==> src/rtl/demux_captura_pkg.sv <==
// Shared constants and FSM encoding for the sensor-bus frame de-serialiser.
package demux_captura_pkg;

  localparam int unsigned WIDTH  = 11;
  localparam int unsigned SLOTS  = 4;
  localparam int unsigned SLOT_W = 2;

  localparam logic [SLOT_W-1:0] SLOT_T_ALTA  = 2'd0;
  localparam logic [SLOT_W-1:0] SLOT_T_MEDIA = 2'd1;
  localparam logic [SLOT_W-1:0] SLOT_HUMO    = 2'd2;
  localparam logic [SLOT_W-1:0] SLOT_ELEC    = 2'd3;

  typedef enum logic {
    HUNT   = 1'b0,
    LOCKED = 1'b1
  } state_t;

endpackage

==> src/rtl/demux_captura_slot_tracker.sv <==
// Frame alignment tracker: slot counter, sync checking and HUNT/LOCKED FSM.
// Produces combinational strobes telling the datapath what to do this sample.
module demux_captura_slot_tracker
  import demux_captura_pkg::*;
(
  input  logic              clk,
  input  logic              reset,
  input  logic              sync,
  input  logic              muestra,
  output logic              locked,
  output logic              cap_en_c,
  output logic [SLOT_W-1:0] cap_slot_c,
  output logic              commit_c,
  output logic              err_c,
  output logic              unlock_c
);

  state_t            state, state_nxt;
  logic [SLOT_W-1:0] slot, slot_nxt;

  // State and slot counter registers.
  always_ff @(posedge clk or posedge reset) begin
    if (reset) begin
      state <= HUNT;
      slot  <= SLOT_T_ALTA;
    end else begin
      state <= state_nxt;
      slot  <= slot_nxt;
    end
  end

  // Next-state and strobe decode; nothing moves on unsampled cycles.
  always_comb begin
    state_nxt  = state;
    slot_nxt   = slot;
    cap_en_c   = 1'b0;
    cap_slot_c = SLOT_T_ALTA;
    commit_c   = 1'b0;
    err_c      = 1'b0;
    unlock_c   = 1'b0;
    if (muestra) begin
      case (state)
        HUNT: begin
          if (sync) begin
            cap_en_c  = 1'b1;
            slot_nxt  = SLOT_T_MEDIA;
            state_nxt = LOCKED;
          end
        end
        LOCKED: begin
          if (slot == SLOT_T_ALTA) begin
            if (sync) begin
              cap_en_c = 1'b1;
              slot_nxt = SLOT_T_MEDIA;
            end else begin
              err_c     = 1'b1;
              unlock_c  = 1'b1;
              state_nxt = HUNT;
            end
          end else if (sync) begin
            // Early sync: restart the frame on this word.
            err_c    = 1'b1;
            cap_en_c = 1'b1;
            slot_nxt = SLOT_T_MEDIA;
          end else if (slot == SLOT_ELEC) begin
            commit_c = 1'b1;
            slot_nxt = SLOT_T_ALTA;
          end else begin
            cap_en_c   = 1'b1;
            cap_slot_c = slot;
            slot_nxt   = slot + 2'd1;
          end
        end
        default: state_nxt = HUNT;
      endcase
    end
  end

  assign locked = (state == LOCKED);

endmodule

==> src/rtl/demux_captura.sv <==
// Receive-side demultiplexer for the four-slot sensor bus: captures slots
// into shadow registers and publishes a complete frame atomically.
module demux_captura
  import demux_captura_pkg::*;
(
  input  logic             clk,
  input  logic             reset,
  input  logic [WIDTH-1:0] y_in,
  input  logic             sync,
  input  logic             muestra,
  input  logic             err_clr,
  output logic [WIDTH-1:0] T_alta,
  output logic [WIDTH-1:0] T_media,
  output logic [WIDTH-1:0] Humo,
  output logic [WIDTH-1:0] Elec,
  output logic             frame_done,
  output logic             valid,
  output logic             locked,
  output logic             sync_err
);

  logic              cap_en_c;
  logic [SLOT_W-1:0] cap_slot_c;
  logic              commit_c;
  logic              err_c;
  logic              unlock_c;
  logic [WIDTH-1:0]  shadow_0, shadow_1, shadow_2;

  demux_captura_slot_tracker u_tracker (
    .clk        (clk),
    .reset      (reset),
    .sync       (sync),
    .muestra    (muestra),
    .locked     (locked),
    .cap_en_c   (cap_en_c),
    .cap_slot_c (cap_slot_c),
    .commit_c   (commit_c),
    .err_c      (err_c),
    .unlock_c   (unlock_c)
  );

  // Shadow capture of slots 0..2; slot 3 goes straight to the output.
  always_ff @(posedge clk or posedge reset) begin
    if (reset) begin
      shadow_0 <= '0;
      shadow_1 <= '0;
      shadow_2 <= '0;
    end else if (cap_en_c) begin
      case (cap_slot_c)
        SLOT_T_ALTA:  shadow_0 <= y_in;
        SLOT_T_MEDIA: shadow_1 <= y_in;
        SLOT_HUMO:    shadow_2 <= y_in;
        default:      ;
      endcase
    end
  end

  // Atomic publish of the whole frame on the slot-3 sample.
  always_ff @(posedge clk or posedge reset) begin
    if (reset) begin
      T_alta     <= '0;
      T_media    <= '0;
      Humo       <= '0;
      Elec       <= '0;
      frame_done <= 1'b0;
    end else begin
      frame_done <= commit_c;
      if (commit_c) begin
        T_alta  <= shadow_0;
        T_media <= shadow_1;
        Humo    <= shadow_2;
        Elec    <= y_in;
      end
    end
  end

  // Status flags: valid tracks a good frame since lock; sync_err is sticky, set beats clear.
  always_ff @(posedge clk or posedge reset) begin
    if (reset) begin
      valid    <= 1'b0;
      sync_err <= 1'b0;
    end else begin
      if (commit_c)      valid <= 1'b1;
      else if (unlock_c) valid <= 1'b0;
      if (err_c)         sync_err <= 1'b1;
      else if (err_clr)  sync_err <= 1'b0;
    end
  end

endmodule

==> config.mk <==
export PLATFORM = sky130hd
export DESIGN_NAME = demux_captura
export DESIGN_NICKNAME = d
export VERILOG_FILES = /design/src/rtl/demux_captura_pkg.sv /design/src/rtl/demux_captura_slot_tracker.sv /design/src/rtl/demux_captura.sv
export SDC_FILE = /design/constraint.sdc
export NUM_CORES = 1
export LEC_CHECK = 0
export BUFFER_PORTS_ARGS = -buffer_cell sky130_fd_sc_hd__clkbuf_2
export CORE_ASPECT_RATIO = 0.9
export CORE_UTILIZATION = 45
export CTS_CLUSTER_SIZE = 40
export DETAILED_ROUTE_END_ITERATION = 8
export PLACE_DENSITY_LB_ADDON = 0.05
export SLEW_MARGIN = 0
export SYNTH_ARGS = -nofsm -noshare
export SYNTH_HDL_FRONTEND = slang
export SYNTH_HIERARCHICAL = 1
export SYNTH_SLANG_ARGS = --single-unit
==> constraint.sdc <==
create_clock -name clk -period 3.1 [get_ports clk]
set_input_delay 0.31 -clock clk [delete_from_list [all_inputs] [get_ports clk]]
set_output_delay 0.31 -clock clk [all_outputs]
set_load 0.01 [all_outputs]
* After elaboration in Yosys (flattened, before gate mapping)
Index checks and enable logic that the tools add are counted.
** Cells by class
- $add $sub $neg :: 1
- Equal/unequal tests :: 3
- Muxes and demuxes :: 34
- Bitwise logic cells :: 1
- Reductions and logical operators :: 7
** Operators with widths (count)
- $mux 1 :: 22
- $mux 2 :: 9
- $reduce_and 2->1 :: 3
- $eq 2x2->1 const B :: 2
- $logic_not 2->1 :: 2
- $pmux 1 s2 :: 2
- $pmux 2 s2 :: 1
- $reduce_bool 2->1 :: 2
- $add 2x1->2 const B :: 1
- $eq 2x1->1 const B :: 1
- $not 1->1 :: 1
** Word-level totals
- Register bits :: 83
- Output and inout port bits :: 48
- Logic and storage cells :: 58

* Depth between registers and ports, before layout
- Word-level depth :: 8
- Gate-level depth with buffers :: 8
- Depth with buffers taken out :: 7

* Cells and area by module
Netlist, hierarchy kept.
** By module, submodules not included
- demux_captura :: times used 1, cells an instance 173, area each 3104.2 um2
- demux_captura_slot_tracker :: times used 1, cells an instance 33, area each 311.5 um2

* Worst setup path before layout
Ideal clock, no wire load.
- Path kind :: flip-flop to flip-flop
- From :: reg u_tracker.slot[0]
- To :: reg shadow_0[0]
- Setup time :: 0.125 ns
- Data arrival time :: 1.883 ns
- Required time :: 2.975 ns
- Slack :: 1.092 ns
- Stages on the path, launching flop included :: 9
- Period minus slack after synthesis :: 2.008 ns
- Cells stage by stage :: dfrtp_1 inv_1 ha_1 and2b_1 nor2b_1 o21a_1 nor3b_2 buf_6 mux2_4
** RTL lines
- start, declared :: line demux_captura_slot_tracker.sv:19 : logic [SLOT_W-1:0] slot, slot_nxt;
- start signal, assigned :: line demux_captura_slot_tracker.sv:28 : slot <= slot_nxt;
- $eq 2x2->1 :: line demux_captura_slot_tracker.sv:65 : end else if (slot == SLOT_ELEC) begin
- $mux 1 :: line demux_captura_slot_tracker.sv:65
- $mux 1 :: line demux_captura_slot_tracker.sv:60 : end else if (sync) begin
- $mux 1 (*) :: line demux_captura_slot_tracker.sv:51 : if (slot == SLOT_T_ALTA) begin
- $pmux 1 s2 (*) :: line demux_captura_slot_tracker.sv:42 : case (state)
- $mux 1 (*) :: line demux_captura_slot_tracker.sv:41 : if (muestra) begin
- net cap_en_c :: line demux_captura.sv:22 : logic cap_en_c;
- $reduce_and 2->1 (no line) (*)
- end signal, assigned :: line demux_captura.sv:50 : SLOT_T_ALTA: shadow_0 <= y_in;
- end, declared :: line demux_captura.sv:27 : logic [WIDTH-1:0] shadow_0, shadow_1, shadow_2;
The timed path passes the listed nets; every way through them passes the cells marked *.
A chain may end at the register's enable or synchronous reset.

* Worst setup path after layout
- From :: reg u_tracker.slot[0]
- To :: reg shadow_2[8]
** On the way
- Cells in the longest elaborated chain, start to end :: 8
** Ends and longest elaborated chain
- $eq 2x2->1 :: line demux_captura_slot_tracker.sv:65
- $mux 2 :: line demux_captura_slot_tracker.sv:65
- $mux 2 :: line demux_captura_slot_tracker.sv:60
- $mux 2 (*) :: line demux_captura_slot_tracker.sv:51
- $mux 2 (*) :: line demux_captura_slot_tracker.sv:42
- $mux 2 (*) :: line demux_captura_slot_tracker.sv:41
- net cap_slot_c[1] :: line demux_captura.sv:23 : logic [SLOT_W-1:0] cap_slot_c;
- $eq 2x2->1 (*) :: line demux_captura.sv:49 : case (cap_slot_c)
- $reduce_and 2->1 (no line) (*)
- end signal, assigned :: line demux_captura.sv:52 : SLOT_HUMO: shadow_2 <= y_in;
- end, declared :: line demux_captura.sv:27
Marks and branches as above.

==> results.md <==
* Via/cell ratio at 4.93
* CP Data Required Time at 3.33 ns
* Number of CTS-inserted buffers at 9
* Row Count at 29
* Mapped Nets at 227
* Hold Path Class: in2reg
* Endpoints failing setup at 0
* Num Clock Sinks at 83
* Peak VDD IR at 0.000403 V
* GP Congestion at 0.735
* Yosys warns at 6
* WP data arrival at 2.74 ns
* Drt drc at 0
* GRT Total Usage at 16.3%
* Leading area contributor after synthesis: dfrtp_1
* Syn Inst Count at 206
* Port bufs at 63
* Commonest cells in the netlist: 83 x dfrtp_1, 47 x mux2_2, 30 x mux2_4
* CP top delay family: simple AND/OR/NAND/NOR gates
* Leakage power at 2.20 nW
* Slew headroom at 58.7%
* Setup crit start kind: flip-flop
* Area growth from synthesis to final layout at 18.8%
* Die area at 0.00794 sq mm
* Final min period at 2.51 ns
* Clk buf depth at 2
* Final Power at 3.33 mW
* Fmax at 0.399 GHz
* Wire per inst at 15.3 um
* Fin nets at 299
* Final HPWL DP at 3920 um
* Max incr delay on CP at 0.51 ns
* Hold Vio Cnt, Final at 0
* Worst Path Max Fanout at 8
* Met1 WL at 2810 um
* Top cell type's share of synthesized area at 60.8%
* WP buf/inv at 2
* CP max stage cell: nand3b_1
* Worst setup EP type: flip-flop
* Die X at 93.8 um
* EDFF count, synth at 0
* Drt pass-1 iters at 4
* Power per cell area at 821 mW/mm^2
* Total number of vias at 1855
* Final hold slack at 0.222 ns
* Largest cells by area after synthesis: dfrtp_1 61%, mux2_2 15%, mux2_4 13%
* Initial antenna violation count at 0
* Post-CTS Resized at 0
* Max Cap Viol at 0
* Crit-path cells: inv_1, ha_1, nor3b_1, nand3b_1, buf_4, mux2_4
* # diodes at 0
* Root Driver: clkbuf_8
* CTS H-tree lvls at 3
* Initial Util at 47.5%
* Most common cell in the netlist: dfrtp_1
* Crit share post-route at 80.9%
* DRT iter0 DRCs at 52
* Outcome: finished, final reports clean
* Post-synth cell types at 28
* Fin. max-slew vios at 0
* Critical path type: reg2reg
* Flop and latch count out of synthesis at 83
* Post-synth top flop: dfrtp_1
* Core Box Area at 0.00718 sq mm
* DR top layer: met4
* Final ANT Viol Nets at 0
* Met2 Wirelength at 2620 um
* Die Span Y at 84.7 um
* I/O pin cnt at 64
* Post-CTS setup buffers at 0
* Clk pin slew, worst setup/hold paths at 0.08 ns
* Grt ovf at 0
* Vias in the first global route at 1917
* Hold_buf cts at 1
* Pin slew with the least headroom to its limit at 0.619 ns
* Clock Skew at 0.00953 ns
* Post-route setup TNS at 0 ns
* Synth Area per Inst at 16.6 sq um
* CTS tree: built
* RSZ-0062 raised after global routing: no
* Fraction of layout instances using a drive strength above 1 at 59.0%
* Sequential-to-total area share from yosys stat at 60.8%
* Post-synth ARST share at 100%
* Largest net degree at the start of global routing at 47
* Syn Std Cell Area at 0.00342 sq mm
* Final WL at 5750 um
* Clk_lat worst skew at 0.35 ns
* DR WL met3 at 266 um
* Global-route wire length before repair at 9780 um
[logic make-up after synthesis]
logic type / synth area share [%]
flops: 60.8
mux: 28.7
buf+inv: 2.93
simple gates: 3.37
compound gates: 2.12
fa+ha+maj: 1.83
xor+xnor: 0.256
[flip-flops by register name, indices dropped and copies added, names as in the netlist, 2 cells and up]
name / count
Elec: 11
Humo: 11
T_alta: 11
T_media: 11
shadow_0: 11
shadow_1: 11
shadow_2: 11
u_tracker/slot: 2
[cell usage in the layout, fill, tap and decap left out]
| master | n |
|---|---|
| inv_6 | 1 |
| a21o_1 | 2 |
| mux2_2 | 47 |
| mux2_4 | 30 |
| nand3b_4 | 1 |
| nor2b_1 | 1 |
| clkinv_2 | 2 |
| ha_1 | 5 |
| o21ai_0 | 2 |
| nor3b_4 | 2 |
| nand2b_1 | 1 |
| clkbuf_8 | 10 |
| dlygate4sd3_1 | 1 |
| a21oi_1 | 1 |
| nor2_1 | 1 |
| nand3_1 | 1 |
| and3_2 | 1 |
| dfrtp_1 | 83 |
| o31ai_2 | 1 |
| buf_4 | 5 |
| o21ai_1 | 1 |
| nor3b_1 | 2 |
| clkbuf_2 | 63 |
| a22o_1 | 1 |
| xor2_1 | 1 |
| nand2_1 | 1 |
| and2b_1 | 1 |
| buf_12 | 1 |
| o2bb2ai_1 | 1 |
| inv_1 | 6 |
| clkinv_4 | 2 |
| nand3b_1 | 2 |
| bufinv_16 | 1 |
| o21a_1 | 1 |
| clkbuf_1 | 1 |
[final cells by class]
| cell class | count | area [sq um] |
|---|---|---|
| clock buffers | 11 | 141 |
| clock inverters | 5 | 61.3 |
| fillers | 602 | 3130 |
| inverters | 7 | 27.5 |
| multi-input cells | 107 | 1250 |
| flip-flops and latches | 83 | 2080 |
| well taps | 93 | 116 |
| repair buffers | 70 | 383 |
[metrics by stage]
stage	cell area, sq um	cells	utilization (%)	setup slack (ns)
finish	4060	376	56.5	0.591
global route	4060	376	56.5	0.443
CTS	4060	376	56.5	0.555
detailed placement	3840	359	53.5	0.565
global placement	3840	359	53.5	0.635
floorplan	3420	206	-	0.738
[routing by layer]
layer  vias up  GRT usage (%)
met2        44           24.4
met4         0           4.62
met3         7           5.71
li1        865              -
met5         -              0
met1       939           22.6
[power by group]
part	switching, mW	total [mW]	leakage (nW)	internal [mW]
Sequential	0.206	1.63	1.11	1.43
Clock	0.375	0.773	0.104	0.399
Combinational	0.369	0.924	0.987	0.554
Total	0.950	3.33	2.20	2.38
[worst min-delay path, stage by stage]
cell	delay, ns
clkbuf_2	0.08
inv_1	0.04
a21o_1	0.10
[final timing paths]
kind	from	to	slack [ns]	cells past startpoint
min in group asynchronous	reset	u_tracker/locked$_DFFE_PP0P_	0.38	3
worst max-delay path	u_tracker/slot[0]$_DFFE_PP0P_	shadow_2[8]$_DFFE_PP0P_	0.59	6
worst min-delay path	err_clr	sync_err$_DFFE_PP0P_	0.22	3
worst max register to register	u_tracker/slot[0]$_DFFE_PP0P_	shadow_2[8]$_DFFE_PP0P_	0.59	6
max in group asynchronous	reset	Elec[1]$_DFFE_PP0P_	1.89	4
worst min register to register	sync_err$_DFFE_PP0P_	sync_err$_DFFE_PP0P_	0.48	1
Note: power is estimated with default switching activity, not from simulation.
